<file path="src/rtl/fsm_0_pkg.sv">
// rtl/fsm_0_pkg.sv - shared state and region encodings for the fsm_0 AXI write front end
package fsm_0_pkg;

    typedef enum logic [1:0] {
        ST_IDLE  = 2'd0,
        ST_WRITE = 2'd1,
        ST_RESP  = 2'd2
    } state_t;

    // Region select taken from two address bits of the AW address.
    typedef enum logic [1:0] {
        REG_VARINT     = 2'b00,
        REG_RAW        = 2'b01,
        REG_VARINT_CLR = 2'b10,
        REG_RAW_CLR    = 2'b11
    } region_t;

endpackage

</file>
<file path="src/rtl/fsm_0.sv">
// rtl/fsm_0.sv - AXI write slave steering bursts into varint/raw input FIFOs
//
// Ports:
//   clk, reset                 clock, asynchronous active-low reset
//   axs_s0_aw*                 write address channel (awsize/awburst unused)
//   axs_s0_w*                  write data channel (no wlast; length from awlen)
//   axs_s0_b*                  write response channel
//   *_fifo_full                target FIFO cannot take a word
//   *_clr / *_push             single-cycle FIFO/index/strobe control strobes
//   wdata, wstrb, index        word, strobe and 1-based beat index for the FIFOs
module fsm_0
    import fsm_0_pkg::*;
#(
    parameter int ADDR_SEL_LSB = 12,
    parameter int INDEX_W      = 10
) (
    input  logic               clk,
    input  logic               reset,
    input  logic [3:0]         axs_s0_awid,
    input  logic [31:0]        axs_s0_awaddr,
    input  logic [7:0]         axs_s0_awlen,
    input  logic [2:0]         axs_s0_awsize,
    input  logic [1:0]         axs_s0_awburst,
    input  logic               axs_s0_awvalid,
    output logic               axs_s0_awready,
    input  logic [31:0]        axs_s0_wdata,
    input  logic [3:0]         axs_s0_wstrb,
    input  logic               axs_s0_wvalid,
    output logic               axs_s0_wready,
    input  logic               axs_s0_bready,
    output logic [3:0]         axs_s0_bid,
    output logic               axs_s0_bvalid,
    input  logic               varint_in_fifo_full,
    input  logic               raw_data_in_fifo_full,
    output logic               varint_in_fifo_clr,
    output logic               varint_in_fifo_push,
    output logic               varint_in_index_clr,
    output logic               varint_in_index_push,
    output logic               raw_data_in_fifo_clr,
    output logic               raw_data_in_fifo_push,
    output logic               raw_data_in_index_clr,
    output logic               raw_data_in_index_push,
    output logic               raw_data_in_wstrb_clr,
    output logic               raw_data_in_wstrb_push,
    output logic [31:0]        wdata,
    output logic [3:0]         wstrb,
    output logic [INDEX_W-1:0] index
);

    state_t      state;
    region_t     region_q;
    logic [3:0]  id_q;
    logic [7:0]  len_q;
    logic [7:0]  counter;
    // Goes high on the first edge after reset release so awready stays low
    // while reset is held and rises from the first rising edge afterwards.
    logic        run;

    region_t     aw_region;
    logic        aw_fire;
    logic        data_full;
    logic        w_fire;
    logic        last_beat;

    // Burst type and size are fixed by the datapath (32-bit INCR only).
    logic        unused_inputs;
    assign unused_inputs = ^{axs_s0_awsize, axs_s0_awburst, axs_s0_awaddr};

    assign aw_region = region_t'(axs_s0_awaddr[ADDR_SEL_LSB +: 2]);

    assign axs_s0_awready = run && (state == ST_IDLE);
    assign aw_fire        = axs_s0_awvalid && axs_s0_awready;

    // Only the data regions have a FIFO to back-pressure; clear regions
    // swallow their beats regardless of either full flag.
    assign data_full = ((region_q == REG_VARINT) && varint_in_fifo_full) ||
                       ((region_q == REG_RAW)    && raw_data_in_fifo_full);

    assign axs_s0_wready = (state == ST_WRITE) && !data_full;
    assign w_fire        = axs_s0_wvalid && axs_s0_wready;
    assign last_beat     = (counter == len_q);

    assign axs_s0_bvalid = (state == ST_RESP);
    assign axs_s0_bid    = id_q;

    assign wdata = axs_s0_wdata;
    assign wstrb = axs_s0_wstrb;
    // Index counts the current beat too, so it runs 1..256 over a burst.
    assign index = (state == ST_WRITE) ? INDEX_W'({1'b0, counter} + 9'd1) : '0;

    assign varint_in_fifo_push    = w_fire && (region_q == REG_VARINT);
    assign varint_in_index_push   = varint_in_fifo_push && last_beat;
    assign raw_data_in_fifo_push  = w_fire && (region_q == REG_RAW);
    assign raw_data_in_wstrb_push = raw_data_in_fifo_push;
    assign raw_data_in_index_push = raw_data_in_fifo_push && last_beat;

    // Clears fire in the AW acceptance cycle; acceptance lasts one cycle
    // because the FSM leaves IDLE on the same edge.
    assign varint_in_fifo_clr    = aw_fire && (aw_region == REG_VARINT_CLR);
    assign varint_in_index_clr   = varint_in_fifo_clr;
    assign raw_data_in_fifo_clr  = aw_fire && (aw_region == REG_RAW_CLR);
    assign raw_data_in_index_clr = raw_data_in_fifo_clr;
    assign raw_data_in_wstrb_clr = raw_data_in_fifo_clr;

    always_ff @(posedge clk or negedge reset) begin
        if (!reset) begin
            state    <= ST_IDLE;
            region_q <= REG_VARINT;
            id_q     <= '0;
            len_q    <= '0;
            counter  <= '0;
            run      <= 1'b0;
        end else begin
            run <= 1'b1;
            case (state)
                ST_IDLE: begin
                    if (aw_fire) begin
                        id_q     <= axs_s0_awid;
                        len_q    <= axs_s0_awlen;
                        region_q <= aw_region;
                        counter  <= '0;
                        state    <= ST_WRITE;
                    end
                end
                ST_WRITE: begin
                    if (w_fire) begin
                        counter <= counter + 8'd1;
                        if (last_beat) begin
                            state <= ST_RESP;
                        end
                    end
                end
                ST_RESP: begin
                    if (axs_s0_bready) begin
                        state <= ST_IDLE;
                    end
                end
                default: state <= ST_IDLE;
            endcase
        end
    end

endmodule

</file>
<file path="config.mk">
export PLATFORM = sky130hd
export DESIGN_NAME = fsm_0
export DESIGN_NICKNAME = d
export VERILOG_FILES = /design/src/rtl/fsm_0_pkg.sv /design/src/rtl/fsm_0.sv
export SDC_FILE = /design/constraint.sdc
export NUM_CORES = 1
export LEC_CHECK = 0
export ABC_AREA = 1
export BUFFER_PORTS_ARGS = -buffer_cell sky130_fd_sc_hd__buf_2
export CORE_MARGIN = 1
export CORE_UTILIZATION = 35
export DETAILED_ROUTE_END_ITERATION = 6
export PLACE_DENSITY = 0.77
export SETUP_SLACK_MARGIN = 0.1
export SLEW_MARGIN = 20
export SYNTH_ARGS = -nofsm -noshare
export SYNTH_HDL_FRONTEND = slang
export SYNTH_SLANG_ARGS = --single-unit
</file>
<file path="constraint.sdc">
create_clock -name clk -period 1.2 [get_ports clk]
set_input_delay 0.12 -clock clk [delete_from_list [all_inputs] [get_ports clk]]
set_output_delay 0.12 -clock clk [all_outputs]
set_load 0.05 [all_outputs]
</file>
* Word level (Yosys, flattened, before mapping) *
Index checks and enable logic that the tools add are counted.

word-level totals
  bits in registers = 25
  input port bits = 92
  output and inout bits = 63
  logic and storage cells = 47

cells by class
  add/subtract/negate cells = 2
  eq/ne operators = 10
  mux-type cells = 9
  reductions and logical operators = 20

operators with widths
  operator                                        number
  two-way mux 8 bit                               2
  one-hot mux 8 bit (2 select lines)              1
  logical AND 1 bit                               12
  adder 8 x 1 -> 9 bit (second input constant)    1
  two-way mux 9 bit                               1
  adder 8 x 1 -> 8 bit (second input constant)    1
  == test 8 bit                                   1
  two-way mux 2 bit                               4
  inequality test 2 bit (second input constant)   4
  == test 2 bit (second input constant)           3
  one-hot mux 2 bit (3 select lines)              1
  == test 2 x 1 -> 1 bit (second input constant)  2
  zero test 2 bit                                 2
  AND reduction 4 bit                             1
  AND reduction 3 bit                             1
  AND reduction 2 bit                             1
  nonzero test 2 bit                              1
  zero test 1 bit                                 1
  logical OR 1 bit                                1

* Longest topological paths before layout *
Gate-level depths: netlist (run 1).

  depth after elaboration = 8
  gate-level depth with buffers = 9
  mapped depth without buffers = 9

* Worst setup path before layout (run 1) *
Ideal clock, no wire load.

  path type = reg2out
  start = register state[0]
  end = output port raw_data_in_index_clr
  data arrival time = 2677 ps
  required time = 1080 ps
  setup slack = -1597 ps
  stages on the path, launching flop included = 8
  path buffers = 2
  cell sequence = dfrtp_1 nor3_2 nand2_2 buf_6 clkinv_8 nand2_1 nor2_1 buf_4

on the way
  cells in the longest elaborated chain, start to end = 4

RTL lines
  element                 RTL line      text
  from (decl)             fsm_0.sv:50   state_t state;
  from (signal assigned)  fsm_0.sv:107  state <= ST_IDLE;
  from (signal assigned)  fsm_0.sv:122  state <= ST_WRITE;
  from (signal assigned)  fsm_0.sv:129  state <= ST_RESP;
  zero test 2 bit         fsm_0.sv:71   assign axs_s0_awready = run && (state == ST_IDLE);
  logical AND 1 bit       fsm_0.sv:71
  net axs_s0_awready      fsm_0.sv:25   output logic axs_s0_awready,
  logical AND 1 bit       fsm_0.sv:72   assign aw_fire = axs_s0_awvalid && axs_s0_awready;
  logical AND 1 bit       fsm_0.sv:101  assign raw_data_in_fifo_clr = aw_fire && (aw_region == REG_RAW_CLR);
  to (decl)               fsm_0.sv:41   output logic raw_data_in_index_clr,

The timed path passes the listed nets, and every way through them passes these cells.

* Final worst setup path (run 1) *
  start = register counter[1]
  end = output port index[6]

on the way
  cells in the longest elaborated chain, start to end = 2

RTL lines
  element                 RTL line      text
  from (decl)             fsm_0.sv:54   logic [7:0] counter;
  from (signal assigned)  fsm_0.sv:127  counter <= counter + 8'd1;
  adder 8 x 1 -> 9 bit    fsm_0.sv:89   assign index = (state == ST_WRITE) ? INDEX_W'({1'b0, counter} + 9'd1) : '0;
  two-way mux 9 bit       fsm_0.sv:89
  to (decl)               fsm_0.sv:47   output logic [INDEX_W-1:0] index

Every way passes these cells.

==> flow_summary.yaml, run 1 <==
timing:
  setup_viol: 46
  timing.final.ws_setup_ps: -656.7
  finalHoldViolations: 0
  rsz0062_at_grt: "yes"
  setup_tns_ps: -16350
  maxSlewViolCount: 0
  worst_pin_slew_ps: 596.2
  post-route-period-util_pct: 154.7
  clock_skew_ps: 4.845
  fmax_mhz: 538.6
  period_minus_slack_ps: 1857
  worst_hold_slack_ps: 38.05
  slew_headroom_pct: 60.25
setup_path:
  required_ps: 1080
  arrival_ps: 1740
  crit_fanout: 4
  cp-end-kind: "output port"
  r2r_slack_ps: -640
  timing_worst_setup_path_type: "flop to output port"
  startpoint_type: "flop"
  r2r_start: "counter[1]"
  cp-startpoint: "counter[1]"
logic_synthesis:
  ys_seq_elements: 25
  synth_top_area_cell: "dfrtp_1"
  synth_top_area_share_pct: 34.01
  ys_async_sr_fraction_pct: 100.0
  synth_most_common_cell: "nand2_1"
  synth_fp_nets: 333
  synth_ff_type: "dfrtp_1"
  syn_area_mm2: 0.001839
  syn_inst: 240
  synth_edf_count: 0
  synth_area_leaders: "dfrtp_1 34%, buf_4 17%, nand2_1 11%"
  yosys_warnings: 0
  ys_types: 24
  avgSynthCellArea_um2: 7.664
  synth_commonest_cells: "54 x nand2_1, 41 x buf_4, 31 x inv_1"
  seq_area_frac_synth_pct: 34.01
grt:
  antenna_found_initial: 0
  grt_overflow: 0
  grt_pass1_vias: 1543
  grt_start_max_net_pins: 26
  grt_pass1_wl_mm: 7.148
  grt_util_all_layers_pct: 17.27
floorplan:
  die_y_um: 74.49
  dieArea_mm2: 0.005549
  coreArea_mm2: 0.005075
  start_util_pct: 36.24
  fp-row-count: 26
  pin_count: 155
  die_w_um: 74.49
power_and_ir_drop:
  power_leakage_nw: 1.543
  ir_drop_mv: 0.8034
  cellPowerDensity_mw_per_mm2: 1173
run_status:
  violations: "negative setup slack"
  run_status: "complete, but fails checks"
detailed_routing:
  drt-wirelength-per-cell_um: 14.11
  antenna_left: 0
  via_count: 1752
  first_pass_iters: 4
  wl_mm: 5.278
  drtIter0Drc: 135
  drc: 0
  viasPerCell: 4.684
cts:
  insertion_delay_ps: 280
  tritoncts: "built"
  numClockSinks: 25
  numCtsBuffers: 3
  clock_path_buffers: 2
  cts_root_buffer: "clkbuf_8"
  clk_pin_slew_ps: 100
  cts_max_level: 1
place:
  port_buffers: 46
  dp_hpwl_mm: 2.863
  place_congestion: 0.8762
finish:
  antenna_cells: 0
  syn_to_final_growth_pct: 61.02
  fin_nets: 398
  drive_gt1_share_pct: 68.09
min_path:
  hp-class: "input port to flop"
  worstHoldStart: "axs_s0_awlen[3]"
run:
  maxCapViolations: 0
report_power, final:
part / internal (mW) / total, mW / switching (mW)
Clock: 0.237 / 0.545 / 0.308
Combinational: 0.851 / 1.92 / 1.06
Sequential: 0.925 / 1.01 / 0.0894
Total: 2.01 / 3.47 / 1.46
worst paths after layout:
kind | endpoint | cells past startpoint
worst max-delay path | index[6] | 7
worst min-delay path | len_q[3] | 3
worst max register to register | counter[6] | 10
worst min register to register | axs_s0_bid[2] | 2
max in group asynchronous | counter[1] | 2
min in group asynchronous | counter[2] | 2
cell type report:
| cell class | instances | area [um^2] |
|---|---|---|
| well taps | 70 | 87.58 |
| flip-flops and latches | 25 | 629.4 |
| multi-input cells | 138 | 1094 |
| inverters | 33 | 142.6 |
| clock inverters | 1 | 7.507 |
| fillers | 413 | 2113 |
| clock buffers | 3 | 41.29 |
| repair buffers | 104 | 959.7 |
kinds of logic (layout without fill, tap and decap cells):
kind of cell             Yosys count  in the layout  synth area share, %
flip-flops                        25             25                34.01
adder cells (fa/ha/maj)            1              1               0.6802
AO/OA/AOI/OAI                     25             25                8.367
other                              2              2               0.4083
AND/OR/NAND/NOR                  108            109                28.50
XOR/XNOR                           1              1               0.4763
buffers and inverters             78            141                27.55
routing by layer:
layer  global-route usage [%]  routed length (um)  vias to the layer above
met5                        0                   0                        -
met4                    7.757                 146                        0
met3                    4.472                 342                       14
met2                    28.63                2770                       69
met1                    21.09                2018                      850
li1                         -                   -                      819
flip-flops by register name, indices dropped and copies added, names as in the netlist:
signal and flops:
region_q 2, axs_s0_bid 4, state 2, len_q 8, counter 8, run 1
cell usage in the layout (no fill, tap or decap), drive strengths merged:
| cell | n |
|---|---|
| clkbuf | 3 |
| ha | 1 |
| nor2 | 20 |
| clkinv | 1 |
| buf | 103 |
| xor2 | 1 |
| nand3 | 6 |
| nand2 | 76 |
| a21oi | 4 |
| o21ai | 20 |
| dlygate4sd3 | 1 |
| o21bai | 1 |
| clkinvlp | 2 |
| conb | 2 |
| inv | 31 |
| nand4 | 2 |
| nor3 | 5 |
| dfrtp | 25 |
per-stage QoR:
stage / power [mW] / area [um^2] / utilization, % / instances / setup slack (ps)
final: 3.475 / 2962 / 58.36 / 374 / -656.7
after global routing: 3.628 / 2962 / 58.36 / 374 / -711.8
after CTS: 3.221 / 2741 / 54.02 / 364 / -535.9
after detailed placement: 2.347 / 2251 / 44.35 / 346 / -347.9
after global placement: 2.320 / 2251 / 44.35 / 346 / -344.2
after floorplan: 2.189 / 2052 / - / 240 / -804.5
timing repair:
action                     4_1_cts  5_1_grt
setup endpoints to repair       46       46
hold endpoints to repair        25        0
resized for setup               94       46
setup buffers                   11       14
pin swaps                       19       22
hold buffers                     1        0
cloned                           2        0
critical path: stages (launching register included):
cell and delay, ps:
dfrtp_2 440, ha_4 150, nand2_2 50, inv_2 80, nand4_1 250, nand3_2 190, clkinvlp_4 120, buf_6 160
Note: power is estimated with default switching activity, not from simulation.
==> run 2: changes to the inputs <==
Settings changed: GPL_ROUTABILITY_DRIVEN from default to 0, PLACE_DENSITY 0.77 to 0.76.
==> flow_summary.yaml, run 2 (synthesis gave the netlist of run 1 again) <==
detailed_routing:
  drt-wirelength-per-cell_um: 14.25
  drtIter0Drc: 84
  via_count: 1729
  first_pass_iters: 4
  antenna_left: 0
  viasPerCell: 4.673
  drc: 0
  wl_mm: 5.273
timing:
  maxSlewViolCount: 0
  fmax_mhz: 555.8
  rsz0062_at_grt: "yes"
  timing.final.ws_setup_ps: -599.2
  clock_skew_ps: 1.592
  slew_headroom_pct: 59.65
  finalHoldViolations: 0
  worst_pin_slew_ps: 605.2
  post-route-period-util_pct: 149.9
  period_minus_slack_ps: 1799
  setup_viol: 46
setup_path:
  startpoint_type: "flop"
  arrival_ps: 1680
  cp-startpoint: "counter[0]"
  crit_fanout: 3
  cp_cell_sequence: "buf_12, ha_4, nand2_2, inv_2, nand4_1, nand3_2, clkinvlp_4, buf_6"
  cp-end-kind: "output port"
  required_ps: 1080
  rr_worst_depth: 9
  r2r_start: "state[1]"
  timing_worst_setup_path_type: "flop to output port"
  endpoint: "index[6]"
  regToRegEndpoint: "counter[0]"
  crit_path_top_delay_cell: "dfrtp_2"
  r2r_slack_ps: -360
  max_stage_delay_ps: 410
power_and_ir_drop:
  clkPwrFrac_pct: 15.8
  sw_frac_of_total_pct: 42.09
  pwr-share-seq_pct: 29.9
  cellPowerDensity_mw_per_mm2: 1131
  internal_power_mw: 1.932
  p_switching_mw: 1.404
  power_leakage_nw: 1.563
  comb_power_share_pct: 54.3
  ir_drop_mv: 0.6837
place:
  dp_worst_setup_slack_ps: -469.2
  dp_hpwl_mm: 2.961
  placed_cells: 344
  port_buffers: 46
finish:
  syn_to_final_growth_pct: 60.34
  antenna_cells: 0
  mostFrequentLayoutCells: "39 x nand2_1, 33 x buf_4, 24 x inv_1, 24 x buf_2"
  fin_nets: 394
  final_common_cell: "nand2_1"
  multi_input_area_mm2: 0.001095
  seqCellArea_um2: 628.1
  instances_no_fill: 370
  n_fill_cell: 412
  drive_gt1_share_pct: 64.67
  post-route-util_pct: 58.11
grt:
  grt_overflow: 0
  grt_pass1_vias: 1659
  grt_util_all_layers_pct: 18.43
  grt_pass1_wl_mm: 7.569
  grt_start_max_net_pins: 26
  antenna_found_initial: 0
run:
  maxCapViolations: 0
floorplan:
  die_y_um: 74.49
  die_w_um: 74.49
  start_util_pct: 36.24
  coreArea_mm2: 0.005075
  pin_count: 155
  dieArea_mm2: 0.005549
  fp-row-count: 26
cts:
  tritoncts: "built"
  clk_pin_slew_ps: 90
  clock_path_buffers: 2
  cts_root_buffer: "clkbuf_8"
  cts_max_level: 1
  numClockSinks: 25
  insertion_delay_ps: 270
  numCtsBuffers: 3
min_path:
  hp-class: "input port to flop"
run_status:
  run_status: "complete, but fails checks"
  violations: "negative setup slack"
run 2: area by class of cell:
class	count	share of cell area, %
sequential	25	21.30
clock inverter	1	0.1697
multi-input combinational	138	37.12
inverter	33	4.837
clock buffer	3	1.400
timing repair buffer	100	32.20
tap	70	2.970
run 2: timing repair:
action | CTS | global route
gates cloned | 2 | 0
pin swaps | 13 | 20
endpoints found under the setup margin | 46 | 46
resized for setup | 92 | 40
hold endpoints to repair | 25 | 0
hold buffers | 1 | 0
buffers inserted | 13 | 8
run 2: worst max-delay path: cells and delay by family, from the launching register on:
kind	cells	cell delay, ps
buffers and inverters	4	460
DFF	1	410
and+or+nand+nor	3	400
adders and majority gates	1	130
run 2: metrics by stage:
step | total power [mW] | hold WS (ps) | area (um^2) | TNS (ps)
final | 3.335 | 52.30 | 2949 | -15030
after global routing | 3.478 | 55.48 | 2949 | -17880
after floorplan | 2.189 | -175.6 | 2052 | -15550
after global placement | 2.282 | 149.5 | 2236 | -5278
after CTS | 3.165 | 45.02 | 2735 | -11360
after detailed placement | 2.322 | 156.5 | 2236 | -6733
run 2: power groups by stage:
| stage | registers (mW) | clock network [mW] | logic (mW) |
|---|---|---|---|
| 6_report | 0.999 | 0.526 | 1.81 |
| 5_1_grt | 1.01 | 0.560 | 1.91 |
| 4_1_cts | 0.991 | 0.531 | 1.64 |
| 3_5_place_dp | 1.02 | 0 | 1.30 |
| 3_3_place_gp | 1.01 | 0 | 1.27 |
| 2_1_floorplan | 1.04 | 0 | 1.15 |
run 2: how the worst min path moves through the flow:
stage | startpoint | end | slack, ps | depth (start not counted)
CTS | axs_s0_awlen[5] | len_q[5] | 50 | 3
detailed placement | reset | axs_s0_bid[0] | 160 | 1
floorplan | reset | axs_s0_bid[0] | -180 | 0
global route | axs_s0_awlen[1] | len_q[1] | 60 | 3
global placement | reset | axs_s0_bid[0] | 150 | 1
finish | axs_s0_awid[1] | axs_s0_bid[1] | 50 | 3
run 2: metal layers:
| metal | track usage (%) | wire (um) | vias up |
|---|---|---|---|
| met5 | 0 | 0 | - |
| li1 | - | - | 812 |
| met3 | 3.388 | 275 | 16 |
| met1 | 22.04 | 1991 | 834 |
| met2 | 30.93 | 2834 | 67 |
| met4 | 10.69 | 171 | 0 |
